$ cat src/rtl/perf_counter_unit_pkg.sv
// perf_pkg: shared widths, divider state encoding and the exported register bundle.
// Pure declarations; no timing or backpressure of its own.
package perf_pkg;

    localparam int CNT_W_DEF     = 19;
    localparam int ACC_W_DEF     = 32;
    localparam int FRAC_BITS_DEF = 4;

    typedef enum logic [1:0] {
        IDLE,
        DIV,
        ZERO,
        DONE
    } div_state_t;

    typedef struct packed {
        logic [CNT_W_DEF-1:0] stall;
        logic [CNT_W_DEF-1:0] arith;
        logic [CNT_W_DEF-1:0] mem;
        logic [CNT_W_DEF-1:0] cpi;
    } perf_regs_t;

endpackage

$ cat src/rtl/perf_counter_unit_if.sv
// Event strobes and host commands in, the four R28-R31 values out.
// Plain wires; no handshake, every signal is sampled every cycle.
interface perf_counter_unit_if #(
    parameter int CNT_W = perf_pkg::CNT_W_DEF
);
    logic             stall_i;
    logic             retire_i;
    logic             arith_i;
    logic             mem_i;
    logic             clear_i;
    logic             freeze_i;
    logic [CNT_W-1:0] stall_count_o;
    logic [CNT_W-1:0] aritmetric_count_o;
    logic [CNT_W-1:0] memory_count_o;
    logic [CNT_W-1:0] cpi_o;
    logic             cpi_valid_o;

    modport slave (
        input  stall_i, retire_i, arith_i, mem_i, clear_i, freeze_i,
        output stall_count_o, aritmetric_count_o, memory_count_o, cpi_o, cpi_valid_o
    );

    modport master (
        output stall_i, retire_i, arith_i, mem_i, clear_i, freeze_i,
        input  stall_count_o, aritmetric_count_o, memory_count_o, cpi_o, cpi_valid_o
    );
endinterface

$ cat src/rtl/perf_seq_div.sv
// Restoring divider, one quotient bit per cycle: IDLE(1) + DIV(ACC_W+FRAC_BITS) + DONE(1).
// No backpressure: restarts from IDLE whenever start is high; abort returns to IDLE at once.
module perf_seq_div
    import perf_pkg::*;
#(
    parameter int ACC_W     = ACC_W_DEF,
    parameter int FRAC_BITS = FRAC_BITS_DEF
) (
    input  logic                      clk,
    input  logic                      rst,
    input  logic                      start,
    input  logic                      abort,
    input  logic [ACC_W+FRAC_BITS-1:0] dividend,
    input  logic [ACC_W-1:0]          divisor,
    output logic [ACC_W+FRAC_BITS-1:0] quotient,
    output logic                      done,
    output logic                      div_by_zero
);

    localparam int DVD_W  = ACC_W + FRAC_BITS;
    localparam int CNT_BW = $clog2(DVD_W);

    div_state_t         state_q, state_d;
    logic [DVD_W-1:0]   quo_q, quo_d;
    logic [ACC_W-1:0]   rem_q, rem_d;
    logic [ACC_W-1:0]   dvs_q, dvs_d;
    logic [CNT_BW-1:0]  cnt_q, cnt_d;

    logic [ACC_W:0]     rem_shift;
    logic [ACC_W:0]     rem_diff;
    logic               rem_ge;

    // The dividend shifts out of quo_q MSB-first while quotient bits shift in at the LSB.
    assign rem_shift = {rem_q, quo_q[DVD_W-1]};
    assign rem_ge    = (rem_shift >= {1'b0, dvs_q});
    assign rem_diff  = rem_shift - {1'b0, dvs_q};
    assign quotient  = quo_q;

    always_comb begin
        state_d     = state_q;
        quo_d       = quo_q;
        rem_d       = rem_q;
        dvs_d       = dvs_q;
        cnt_d       = cnt_q;
        done        = 1'b0;
        div_by_zero = 1'b0;

        case (state_q)
            IDLE: begin
                if (start) begin
                    quo_d   = dividend;
                    dvs_d   = divisor;
                    rem_d   = '0;
                    cnt_d   = CNT_BW'(DVD_W - 1);
                    state_d = (divisor == '0) ? ZERO : DIV;
                end
            end
            DIV: begin
                rem_d = rem_ge ? rem_diff[ACC_W-1:0] : rem_shift[ACC_W-1:0];
                quo_d = {quo_q[DVD_W-2:0], rem_ge};
                cnt_d = cnt_q - CNT_BW'(1);
                if (cnt_q == '0) begin
                    state_d = DONE;
                end
            end
            ZERO: begin
                div_by_zero = 1'b1;
                state_d     = IDLE;
            end
            DONE: begin
                done    = 1'b1;
                state_d = IDLE;
            end
            default: begin
                state_d = IDLE;
            end
        endcase

        if (abort) begin
            state_d     = IDLE;
            done        = 1'b0;
            div_by_zero = 1'b0;
        end
    end

    always_ff @(posedge clk) begin
        if (rst) begin
            state_q <= IDLE;
            quo_q   <= '0;
            rem_q   <= '0;
            dvs_q   <= '0;
            cnt_q   <= '0;
        end else begin
            state_q <= state_d;
            quo_q   <= quo_d;
            rem_q   <= rem_d;
            dvs_q   <= dvs_d;
            cnt_q   <= cnt_d;
        end
    end

endmodule

$ cat src/rtl/perf_counter_unit.sv
// R28-R31 producer: event counters + CPI; counts visible 1 cycle after the strobe, CPI every ACC_W+FRAC_BITS+2 cycles.
// No backpressure. PERF_WRAP_EN makes counters/accumulators wrap instead of saturate (CPI always saturates).
module perf_counter_unit
    import perf_pkg::*;
#(
    parameter int CNT_W     = CNT_W_DEF,
    parameter int ACC_W     = ACC_W_DEF,
    parameter int FRAC_BITS = FRAC_BITS_DEF
) (
    input  logic                clkFPGA,
    input  logic                rst,
    perf_counter_unit_if.slave  bus
);

    localparam int DVD_W = ACC_W + FRAC_BITS;

    logic [CNT_W-1:0] stall_q, stall_d;
    logic [CNT_W-1:0] arith_q, arith_d;
    logic [CNT_W-1:0] mem_q,   mem_d;
    logic [ACC_W-1:0] cyc_q,   cyc_d;
    logic [ACC_W-1:0] inst_q,  inst_d;
    logic [CNT_W-1:0] cpi_q,   cpi_d;
    logic             cpi_vld_q, cpi_vld_d;

    logic [DVD_W-1:0] div_quo;
    logic             div_done;
    logic             div_zero;
    logic [CNT_W-1:0] quo_sat;
    perf_regs_t       regs;

    function automatic logic [CNT_W-1:0] cnt_inc(input logic [CNT_W-1:0] v);
`ifdef PERF_WRAP_EN
        return v + CNT_W'(1);
`else
        return (&v) ? v : v + CNT_W'(1);
`endif
    endfunction

    function automatic logic [ACC_W-1:0] acc_inc(input logic [ACC_W-1:0] v);
`ifdef PERF_WRAP_EN
        return v + ACC_W'(1);
`else
        return (&v) ? v : v + ACC_W'(1);
`endif
    endfunction

    always_comb begin
        stall_d = stall_q;
        arith_d = arith_q;
        mem_d   = mem_q;
        cyc_d   = cyc_q;
        inst_d  = inst_q;
        if (!bus.freeze_i) begin
            cyc_d = acc_inc(cyc_q);
            if (bus.stall_i) begin
                stall_d = cnt_inc(stall_q);
            end
            if (bus.retire_i) begin
                inst_d = acc_inc(inst_q);
                if (bus.arith_i) begin
                    arith_d = cnt_inc(arith_q);
                end
                if (bus.mem_i) begin
                    mem_d = cnt_inc(mem_q);
                end
            end
        end
        // Host clear behaves like reset and wins over freeze and every event.
        if (bus.clear_i) begin
            stall_d = '0;
            arith_d = '0;
            mem_d   = '0;
            cyc_d   = '0;
            inst_d  = '0;
        end
    end

    perf_seq_div #(
        .ACC_W     (ACC_W),
        .FRAC_BITS (FRAC_BITS)
    ) u_div (
        .clk         (clkFPGA),
        .rst         (rst),
        .start       (1'b1),
        .abort       (bus.clear_i),
        .dividend    ({cyc_q, {FRAC_BITS{1'b0}}}),
        .divisor     (inst_q),
        .quotient    (div_quo),
        .done        (div_done),
        .div_by_zero (div_zero)
    );

    assign quo_sat = (|div_quo[DVD_W-1:CNT_W]) ? {CNT_W{1'b1}} : div_quo[CNT_W-1:0];

    always_comb begin
        cpi_d     = cpi_q;
        cpi_vld_d = cpi_vld_q;
        if (div_done) begin
            cpi_d     = quo_sat;
            cpi_vld_d = 1'b1;
        end else if (div_zero) begin
            cpi_d     = '0;
            cpi_vld_d = 1'b1;
        end
        if (bus.clear_i) begin
            cpi_d     = '0;
            cpi_vld_d = 1'b0;
        end
    end

    always_ff @(posedge clkFPGA) begin
        if (rst) begin
            stall_q   <= '0;
            arith_q   <= '0;
            mem_q     <= '0;
            cyc_q     <= '0;
            inst_q    <= '0;
            cpi_q     <= '0;
            cpi_vld_q <= 1'b0;
        end else begin
            stall_q   <= stall_d;
            arith_q   <= arith_d;
            mem_q     <= mem_d;
            cyc_q     <= cyc_d;
            inst_q    <= inst_d;
            cpi_q     <= cpi_d;
            cpi_vld_q <= cpi_vld_d;
        end
    end

    always_comb begin
        regs.stall = CNT_W_DEF'(stall_q);
        regs.arith = CNT_W_DEF'(arith_q);
        regs.mem   = CNT_W_DEF'(mem_q);
        regs.cpi   = CNT_W_DEF'(cpi_q);
    end

    assign bus.stall_count_o      = regs.stall[CNT_W-1:0];
    assign bus.aritmetric_count_o = regs.arith[CNT_W-1:0];
    assign bus.memory_count_o     = regs.mem[CNT_W-1:0];
    assign bus.cpi_o              = regs.cpi[CNT_W-1:0];
    assign bus.cpi_valid_o        = cpi_vld_q;

endmodule

$ cat src/flat_wrapper.sv
// flat-port wrapper written by rule: the top's interface ports become plain ports
module perf_counter_unit_flat import perf_pkg::*;
#(
    parameter int CNT_W     = CNT_W_DEF,
    parameter int ACC_W     = ACC_W_DEF,
    parameter int FRAC_BITS = FRAC_BITS_DEF
)
  (clkFPGA, rst, bus_stall_i, bus_retire_i, bus_arith_i, bus_mem_i, bus_clear_i, bus_freeze_i, bus_stall_count_o, bus_aritmetric_count_o, bus_memory_count_o, bus_cpi_o, bus_cpi_valid_o);
  perf_counter_unit_if #(.CNT_W(CNT_W)) bus_i ();
  input  logic clkFPGA;
  input  logic rst;
  input wire logic [$bits(bus_i.stall_i)-1:0] bus_stall_i;
  input wire logic [$bits(bus_i.retire_i)-1:0] bus_retire_i;
  input wire logic [$bits(bus_i.arith_i)-1:0] bus_arith_i;
  input wire logic [$bits(bus_i.mem_i)-1:0] bus_mem_i;
  input wire logic [$bits(bus_i.clear_i)-1:0] bus_clear_i;
  input wire logic [$bits(bus_i.freeze_i)-1:0] bus_freeze_i;
  output wire logic [$bits(bus_i.stall_count_o)-1:0] bus_stall_count_o;
  output wire logic [$bits(bus_i.aritmetric_count_o)-1:0] bus_aritmetric_count_o;
  output wire logic [$bits(bus_i.memory_count_o)-1:0] bus_memory_count_o;
  output wire logic [$bits(bus_i.cpi_o)-1:0] bus_cpi_o;
  output wire logic [$bits(bus_i.cpi_valid_o)-1:0] bus_cpi_valid_o;
  assign bus_i.stall_i = bus_stall_i;
  assign bus_i.retire_i = bus_retire_i;
  assign bus_i.arith_i = bus_arith_i;
  assign bus_i.mem_i = bus_mem_i;
  assign bus_i.clear_i = bus_clear_i;
  assign bus_i.freeze_i = bus_freeze_i;
  assign bus_stall_count_o = bus_i.stall_count_o;
  assign bus_aritmetric_count_o = bus_i.aritmetric_count_o;
  assign bus_memory_count_o = bus_i.memory_count_o;
  assign bus_cpi_o = bus_i.cpi_o;
  assign bus_cpi_valid_o = bus_i.cpi_valid_o;
  perf_counter_unit #(.CNT_W(CNT_W), .ACC_W(ACC_W), .FRAC_BITS(FRAC_BITS)) u_core (.clkFPGA(clkFPGA), .rst(rst), .bus(bus_i));
endmodule
$ cat config.mk
export PLATFORM = sky130hd
export DESIGN_NAME = perf_counter_unit_flat
export DESIGN_NICKNAME = d
export VERILOG_FILES = /design/src/rtl/perf_counter_unit_pkg.sv /design/src/rtl/perf_counter_unit_if.sv /design/src/rtl/perf_seq_div.sv /design/src/rtl/perf_counter_unit.sv /design/src/flat_wrapper.sv
export SDC_FILE = /design/constraint.sdc
export NUM_CORES = 1
export LEC_CHECK = 0
export CAP_MARGIN = 20
export CORE_MARGIN = 2
export CORE_UTILIZATION = 60
export CTS_CLUSTER_SIZE = 20
export DETAILED_ROUTE_END_ITERATION = 16
export HOLD_SLACK_MARGIN = 0.12
export PLACE_DENSITY = 0.93
export SETUP_SLACK_MARGIN = 0.15
export SLEW_MARGIN = 20
export SYNTH_ARGS = -nofsm -noshare
export SYNTH_HDL_FRONTEND = slang
export SYNTH_HIERARCHICAL = 1
export SYNTH_SLANG_ARGS = --single-unit
export TNS_END_PERCENT = 100
$ cat constraint.sdc
create_clock -name clkFPGA -period 3.2 [get_ports clkFPGA]
set_input_delay 0.32 -clock clkFPGA [delete_from_list [all_inputs] [get_ports clkFPGA]]
set_output_delay 0.32 -clock clkFPGA [all_outputs]
set_load 0.005 [all_outputs]
## Word-level counts from Yosys, hierarchy flattened

Index checks and enable logic that the tools add are counted.

| word-level totals | value |
|---|---|
| word-level logic and storage cells | 64 |
| bits of input ports | 8 |
| register bits | 249 |

| cells by class | value |
|---|---|
| $add $sub $neg | 7 |
| muxes and demuxes | 16 |
| bitwise logic cells | 6 |
| magnitude comparators | 1 |
| reductions and logical operators | 18 |
| equal/unequal tests | 4 |

Operators by type and width:

| kind | count |
|---|---|
| $pmux W36 S2 | 1 |
| $add A32 B1 Y32 const B | 2 |
| $pmux W32 S2 | 1 |
| $reduce_and A32 Y1 | 2 |
| $add A19 B1 Y19 const B | 3 |
| $mux W19 | 3 |
| $reduce_and A19 Y1 | 3 |
| $ge A33 B32 Y1 | 1 |
| $logic_not A32 Y1 | 1 |
| $mux W32 | 1 |
| $sub A32 B32 Y32 | 1 |
| $reduce_or A17 Y1 | 1 |
| $pmux W6 S2 | 1 |
| $reduce_and A4 Y1 | 2 |
| $logic_not A6 Y1 | 1 |
| $mux W1 | 6 |
| $not A1 Y1 | 6 |
| $pmux W2 S3 | 1 |
| $reduce_and A3 Y1 | 2 |
| $sub A6 B1 Y6 const B | 1 |
| $eq A2 B2 Y1 const B | 2 |
| $mux W2 | 2 |
| $reduce_bool A2 Y1 | 2 |
| $reduce_or A2 Y1 | 2 |
| 4 further kinds | 4 |

## Logic depth before layout (Yosys ltp)

| depth | value |
|---|---|
| depth after elaboration | 5 |
| gate-level depth with buffers | 13 |

## Hierarchy

The synthesis kept the hierarchy.

By module, submodules not included:

| module | cells an instance | area each (um^2) | times used |
|---|---|---|---|
| perf_counter_unit | 856 | 7089.3 | 1 |
| perf_seq_div | 811 | 6204.7 | 1 |

## Least setup slack after synthesis

OpenSTA, ideal clock, no wires.

| timing | value |
|---|---|
| kind | register to register |
| start point | reg u_core.u_div.quo_q[35], in the netlist u_core/u_div/quotient[35] |
| end point | reg u_core.u_div.rem_q[30] |
| period minus slack after synthesis | 2.824 ns |
| arrival | 2.702 ns |
| stages on the path, launching flop included | 13 |
| setup slack | 0.376 ns |
| cells stage by stage | dfxtp_1 inv_1 ha_1 fa_1 nor2b_1 o2111ai_1 a2111oi_0 nor3_1 o21ai_2 a211oi_2 a21oi_1 xor2_1 a221o_1 |

| on the way | value |
|---|---|
| longest elaborated chain between the ends | 3 |
| elaborated cells between the ends (all ways) | 4 |
| those cells by class | 1 x add/sub; 1 x order compare; 2 x mux |

RTL lines:

| item | line | RTL |
|---|---|---|
| start, declared | perf_seq_div.sv:24 | `logic [DVD_W-1:0] quo_q, quo_d;` |
| start signal, assigned | perf_seq_div.sv:95 | `quo_q <= quo_d;` |
| $sub A32 B32 Y32 / $ge A33 B32 Y1 (equally long branches) | perf_seq_div.sv:36, perf_seq_div.sv:35 |  |
| $mux W32 (*) | perf_seq_div.sv:59 | `rem_d = rem_ge ? rem_diff[ACC_W-1:0] : rem_shift[ACC_W-1:0];` |
| $pmux W32 S2 (*) | perf_seq_div.sv:48 | `case (state_q)` |
| end signal, assigned | perf_seq_div.sv:96 | `rem_q <= rem_d;` |
| end, declared | perf_seq_div.sv:25 | `logic [ACC_W-1:0] rem_q, rem_d;` |

Every way passes the cells marked *; elsewhere a longest branch is shown, timed or not.
A chain may end at the register's enable or synchronous reset.

## Final worst setup path

Same ends and word-level chain as after synthesis.

==> summary.log <==
INFO  critical_path  r2r.worst_path.cells=12
INFO  global_route   wire_length_of_the_first_global_routing_pass=57.9mm
INFO  global_route   grt_use_met2=0.486
INFO  sta            setup_violations=0
INFO  global_route   grt.met1_usage=0.373
INFO  placed_design  detailed_placement_hpwl=23.0mm
INFO  synthesis      postSynthRegisterBits=249
INFO  global_route   grt_start_max_net_pins=76
INFO  clock_tree     clkLatencyLatePin=0.55ns
INFO  synthesis      synth_sequential_area_ratio=0.375
INFO  critical_path  startpoint_type=register
INFO  clock_tree     clock_tree.buffer_depth=3
INFO  sta            max_slew_margin=0.233
INFO  detailed_routing drt_first_iter_violations=1,114
INFO  sta            setup-tns-final=0ns
INFO  clock_tree     htreeDepth=1
INFO  critical_path  path_class=register to register
INFO  critical_path  cp_data_required_time=3.62ns
INFO  synthesis      ys_async_sr_fraction=0
INFO  synthesis      yosys.cell_types.count=85
INFO  critical_path  critical_path.endpoint=u_core/u_div/rem_q[30]$_SDFFE_PP0P_
INFO  die            floorplan.io_pins=85
INFO  sta            setup_ws=0.187ns
INFO  power_and_ir_drop totalPowerFinal=6.41mW
INFO  hold_path      holdCritPathClass=input pin to register
INFO  detailed_routing route.detailed.wl_per_inst=17.4µm
INFO  die            design.die.area=23,400µm²
INFO  die            fp-row-count=54
INFO  critical_path  path_buf_inv=1
INFO  detailed_routing via_count=12,900
INFO  critical_path  worst_path_dominant_cell_family=compound AO/OA/AOI/OAI gates
INFO  sta            final-hold-violation-count=0
INFO  detailed_routing post_drt_via_cell_ratio=6.34
INFO  power_and_ir_drop leakage_power=5.44nW
INFO  critical_path  critical_path_start=u_core/u_div/quotient[35]$_SDFFE_PP0P_
INFO  global_route   grt_usage=0.286
INFO  finish         nets=1,777
INFO  clock_tree     cts_tree=yes
INFO  job            max_cap_viol_count=0
INFO  critical_path  cell_breakdown_of_the_critical_path=inv_1 > ha_1 > fa_2 > nor2b_2 > o2111ai_1 > a2111oi_2 > nor3_1 > o21ai_2 > a211oi_2 > a21oi_1 > xor2_1 > a221o_1
INFO  sta            final_period_minus_worst_setup_slack=3.01ns
INFO  finish         drive_above_1_share=0.0727
INFO  finish         layout.cells.most_common_list=sky130_fd_sc_hd__nand2_1 (257), sky130_fd_sc_hd__dfxtp_1 (249), sky130_fd_sc_hd__nor2_1 (138)
INFO  critical_path  critical_path_arrival=3.43ns
INFO  sta            clock-skew-final=0.0204ns
INFO  synthesis      postSynthCellCount=1,667
INFO  run_status     run_status=complete, no violations
INFO  placed_design  gp_congestion=0.911
INFO  global_route   first_global_vias=12,100
INFO  critical_path  slowest_cell_on_crit_path=sky130_fd_sc_hd__a2111oi_2
INFO  sta            tightestPinTransition=1.14ns
INFO  global_route   layer_with_the_highest_usage_after_global_routing=met2
INFO  finish         layout_fillers=1,593
INFO  power_and_ir_drop powerDensity=419nW/µm²
INFO  critical_path  endpoint_kind_of_the_worst_setup_timing_path=register
INFO  detailed_routing drt_pass1_iterations=6
INFO  die            die_w=153µm
INFO  global_route   grt.overflow.total=0
INFO  clock_tree     cts-root-buf=sky130_fd_sc_hd__clkbuf_16
INFO  synthesis      number_of_enable_type_register_cells_in_the_synthesized_netlist=0
INFO  detailed_routing totalWireLength=35.3mm
INFO  global_route   global_route.usage.met3=0.0448
INFO  critical_path  critical_path.max_stage_delay=0.47ns
INFO  finish         n_antenna_cell=0
INFO  critical_path  path_max_fanout=3
INFO  clock_tree     numCtsBuffers=26
INFO  detailed_routing drcViolationCount=0
INFO  finish         leading_cell_type_in_the_layout_fill_and_taps_excluded=sky130_fd_sc_hd__nand2_1
INFO  finish         layout.core_utilization=0.704
INFO  critical_path  cp.depth=12
INFO  die            initial_utilization=0.611
INFO  power_and_ir_drop max-vdd-ir-drop=0.390mV
INFO  sta            setup_repair_after_global_routing_missed_its_margin=false
INFO  critical_path  timing.reg2reg.setup_slack=0.19ns
INFO  critical_path  worst_r2r_startpoint=u_core/u_div/quotient[35]$_SDFFE_PP0P_
INFO  global_route   grt_antenna_before_repair=0
INFO  synthesis      synth_ff_type=sky130_fd_sc_hd__dfxtp_1
INFO  detailed_routing drtAntennaViolNets=0
INFO  sta            fin_crit_sh=0.942
INFO  synthesis      syn_area=13,300µm²
INFO  sta            slew_violations=0
INFO  critical_path  reg2reg_to=u_core/u_div/rem_q[30]$_SDFFE_PP0P_
INFO  sta            fin_worst_hold_slack=0.157ns
INFO  finish         area.growth.synth_to_final=15.3%
INFO  die            core_area=21,800µm²
INFO  placed_design  detailedPlace.worstSlack=-0.106ns
INFO  sta            fmax=0.332GHz
INFO  synthesis      post_synth.cell_area_avg=7.97µm²
INFO  clock_tree     cts_hold_buffers=0
INFO  die            die_h=153µm
INFO  placed_design  portBuffers=84
INFO  clock_tree     path_clk_slew=0.06ns
INFO  clock_tree     cts_num_sinks=249
INFO  synthesis      yosysWarnings=6
[metal layers]
metal | up-vias | wire [µm]
met5 | - | 0
li1 | 6114 | -
met3 | 107 | 2580
met2 | 608 | 16800
met1 | 6031 | 14900
met4 | 0 | 1080
[metrics by stage]
stage / area (µm²) / std cells
2_1_floorplan: 13300 / 1672
3_5_place_dp: 14400 / 1977
4_1_cts: 15300 / 2026
5_1_grt: 15300 / 2027
6_report: 15300 / 2027
3_3_place_gp: 14400 / 1977
[cells in the mapped netlist, drive strengths merged, types with 6 or more instances]
| library cell | n | area (µm²) |
|---|---|---|
| a211oi | 6 | 50.1 |
| nand3 | 44 | 225 |
| nor2b | 28 | 175 |
| inv | 71 | 267 |
| and3 | 19 | 119 |
| o31ai | 13 | 97.6 |
| or4 | 14 | 109 |
| nand2b | 6 | 37.5 |
| nor3 | 36 | 185 |
| o211ai | 10 | 80.1 |
| ha | 39 | 488 |
| a41o | 7 | 70.1 |
| a21oi | 134 | 686 |
| a31oi | 17 | 121 |
| nor2 | 140 | 528 |
| and2 | 8 | 52.6 |
| o2111ai | 11 | 103 |
| nand2 | 259 | 975 |
| a21o | 11 | 82.6 |
| nor4 | 34 | 268 |
| a31o | 7 | 61.3 |
| o21ai | 90 | 454 |
| a311oi | 36 | 315 |
| clkbuf | 74 | 278 |
| or3 | 32 | 200 |
| xnor2 | 50 | 438 |
| buf | 16 | 106 |
| dfxtp | 249 | 4980 |
| and4 | 15 | 131 |
| xor2 | 34 | 298 |
| mux2i | 34 | 340 |
| nand4 | 55 | 369 |
| o21a | 7 | 52.6 |
[registers in the layout, summed over array words and instances, names as in the netlist]
signal / cells
u_core/inst_q: 32
u_core/bus.memory_count_o: 19
u_core/cyc_q: 32
u_core/bus.aritmetric_count_o: 19
u_core/u_div/state_q: 2
u_core/u_div/quotient: 36
u_core/bus.cpi_o: 19
u_core/bus.cpi_valid_o: 1
u_core/u_div/cnt_q: 6
u_core/bus.stall_count_o: 19
u_core/u_div/rem_q: 32
u_core/u_div/dvs_q: 32
[repair_timing]
item / in CTS / in global routing
cloned: 0 / 0
setup buffers: 3 / 1
gates resized for setup: 2 / 9
pin swaps: 2 / 5
hold endpoints to repair: 0 / 0
endpoints found under the setup margin: 15 / 30
[kinds of logic after synthesis]
logic type / Yosys count / synth area share
flip-flops: 249 / 0.375
XOR/XNOR: 84 / 0.0553
AND/OR/NAND/NOR: 710 / 0.266
multiplexers: 36 / 0.0273
AO/OA/AOI/OAI: 385 / 0.188
other: 2 / 0.000565
buffers and inverters: 161 / 0.0489
adder cells (fa/ha/maj): 40 / 0.0382
[area by class of cell]
type | count | area [µm²] | share of cell area
Timing Repair Buffer | 119 | 1110 | 0.0725
Clock inverter | 11 | 115 | 0.00751
Sequential cell | 249 | 4980 | 0.325
Multi-Input combinational cell | 1262 | 7740 | 0.505
Inverter | 71 | 267 | 0.0174
Tap cell | 280 | 350 | 0.0229
Clock buffer | 35 | 754 | 0.0492
[worst min-delay path by stage]
stage | to | depth (start not counted) | from | slack [ns]
4_1_cts | u_core/u_div/quotient[0]$_SDFFE_PP0P_ | 2 | rst | 0.16
6_report | u_core/u_div/quotient[0]$_SDFFE_PP0P_ | 2 | rst | 0.16
3_3_place_gp | u_core/u_div/dvs_q[6]$_SDFFE_PP0P_ | 2 | u_core/u_div/dvs_q[6]$_SDFFE_PP0P_ | 0.44
3_5_place_dp | u_core/u_div/dvs_q[13]$_SDFFE_PP0P_ | 2 | u_core/u_div/dvs_q[13]$_SDFFE_PP0P_ | 0.45
5_1_grt | u_core/u_div/quotient[0]$_SDFFE_PP0P_ | 2 | rst | 0.19
2_1_floorplan | u_core/u_div/state_q[0]$_SDFFE_PP0P_ | 1 | bus_clear_i | 0.40
[power breakdown]
part	internal (mW)	total (mW)	switching, mW
sequential	3.11	3.13	0.0159
clock	1.74	3.03	1.29
combinational	0.0755	0.254	0.178
No activity file was read; power rests on OpenSTA's default activity.
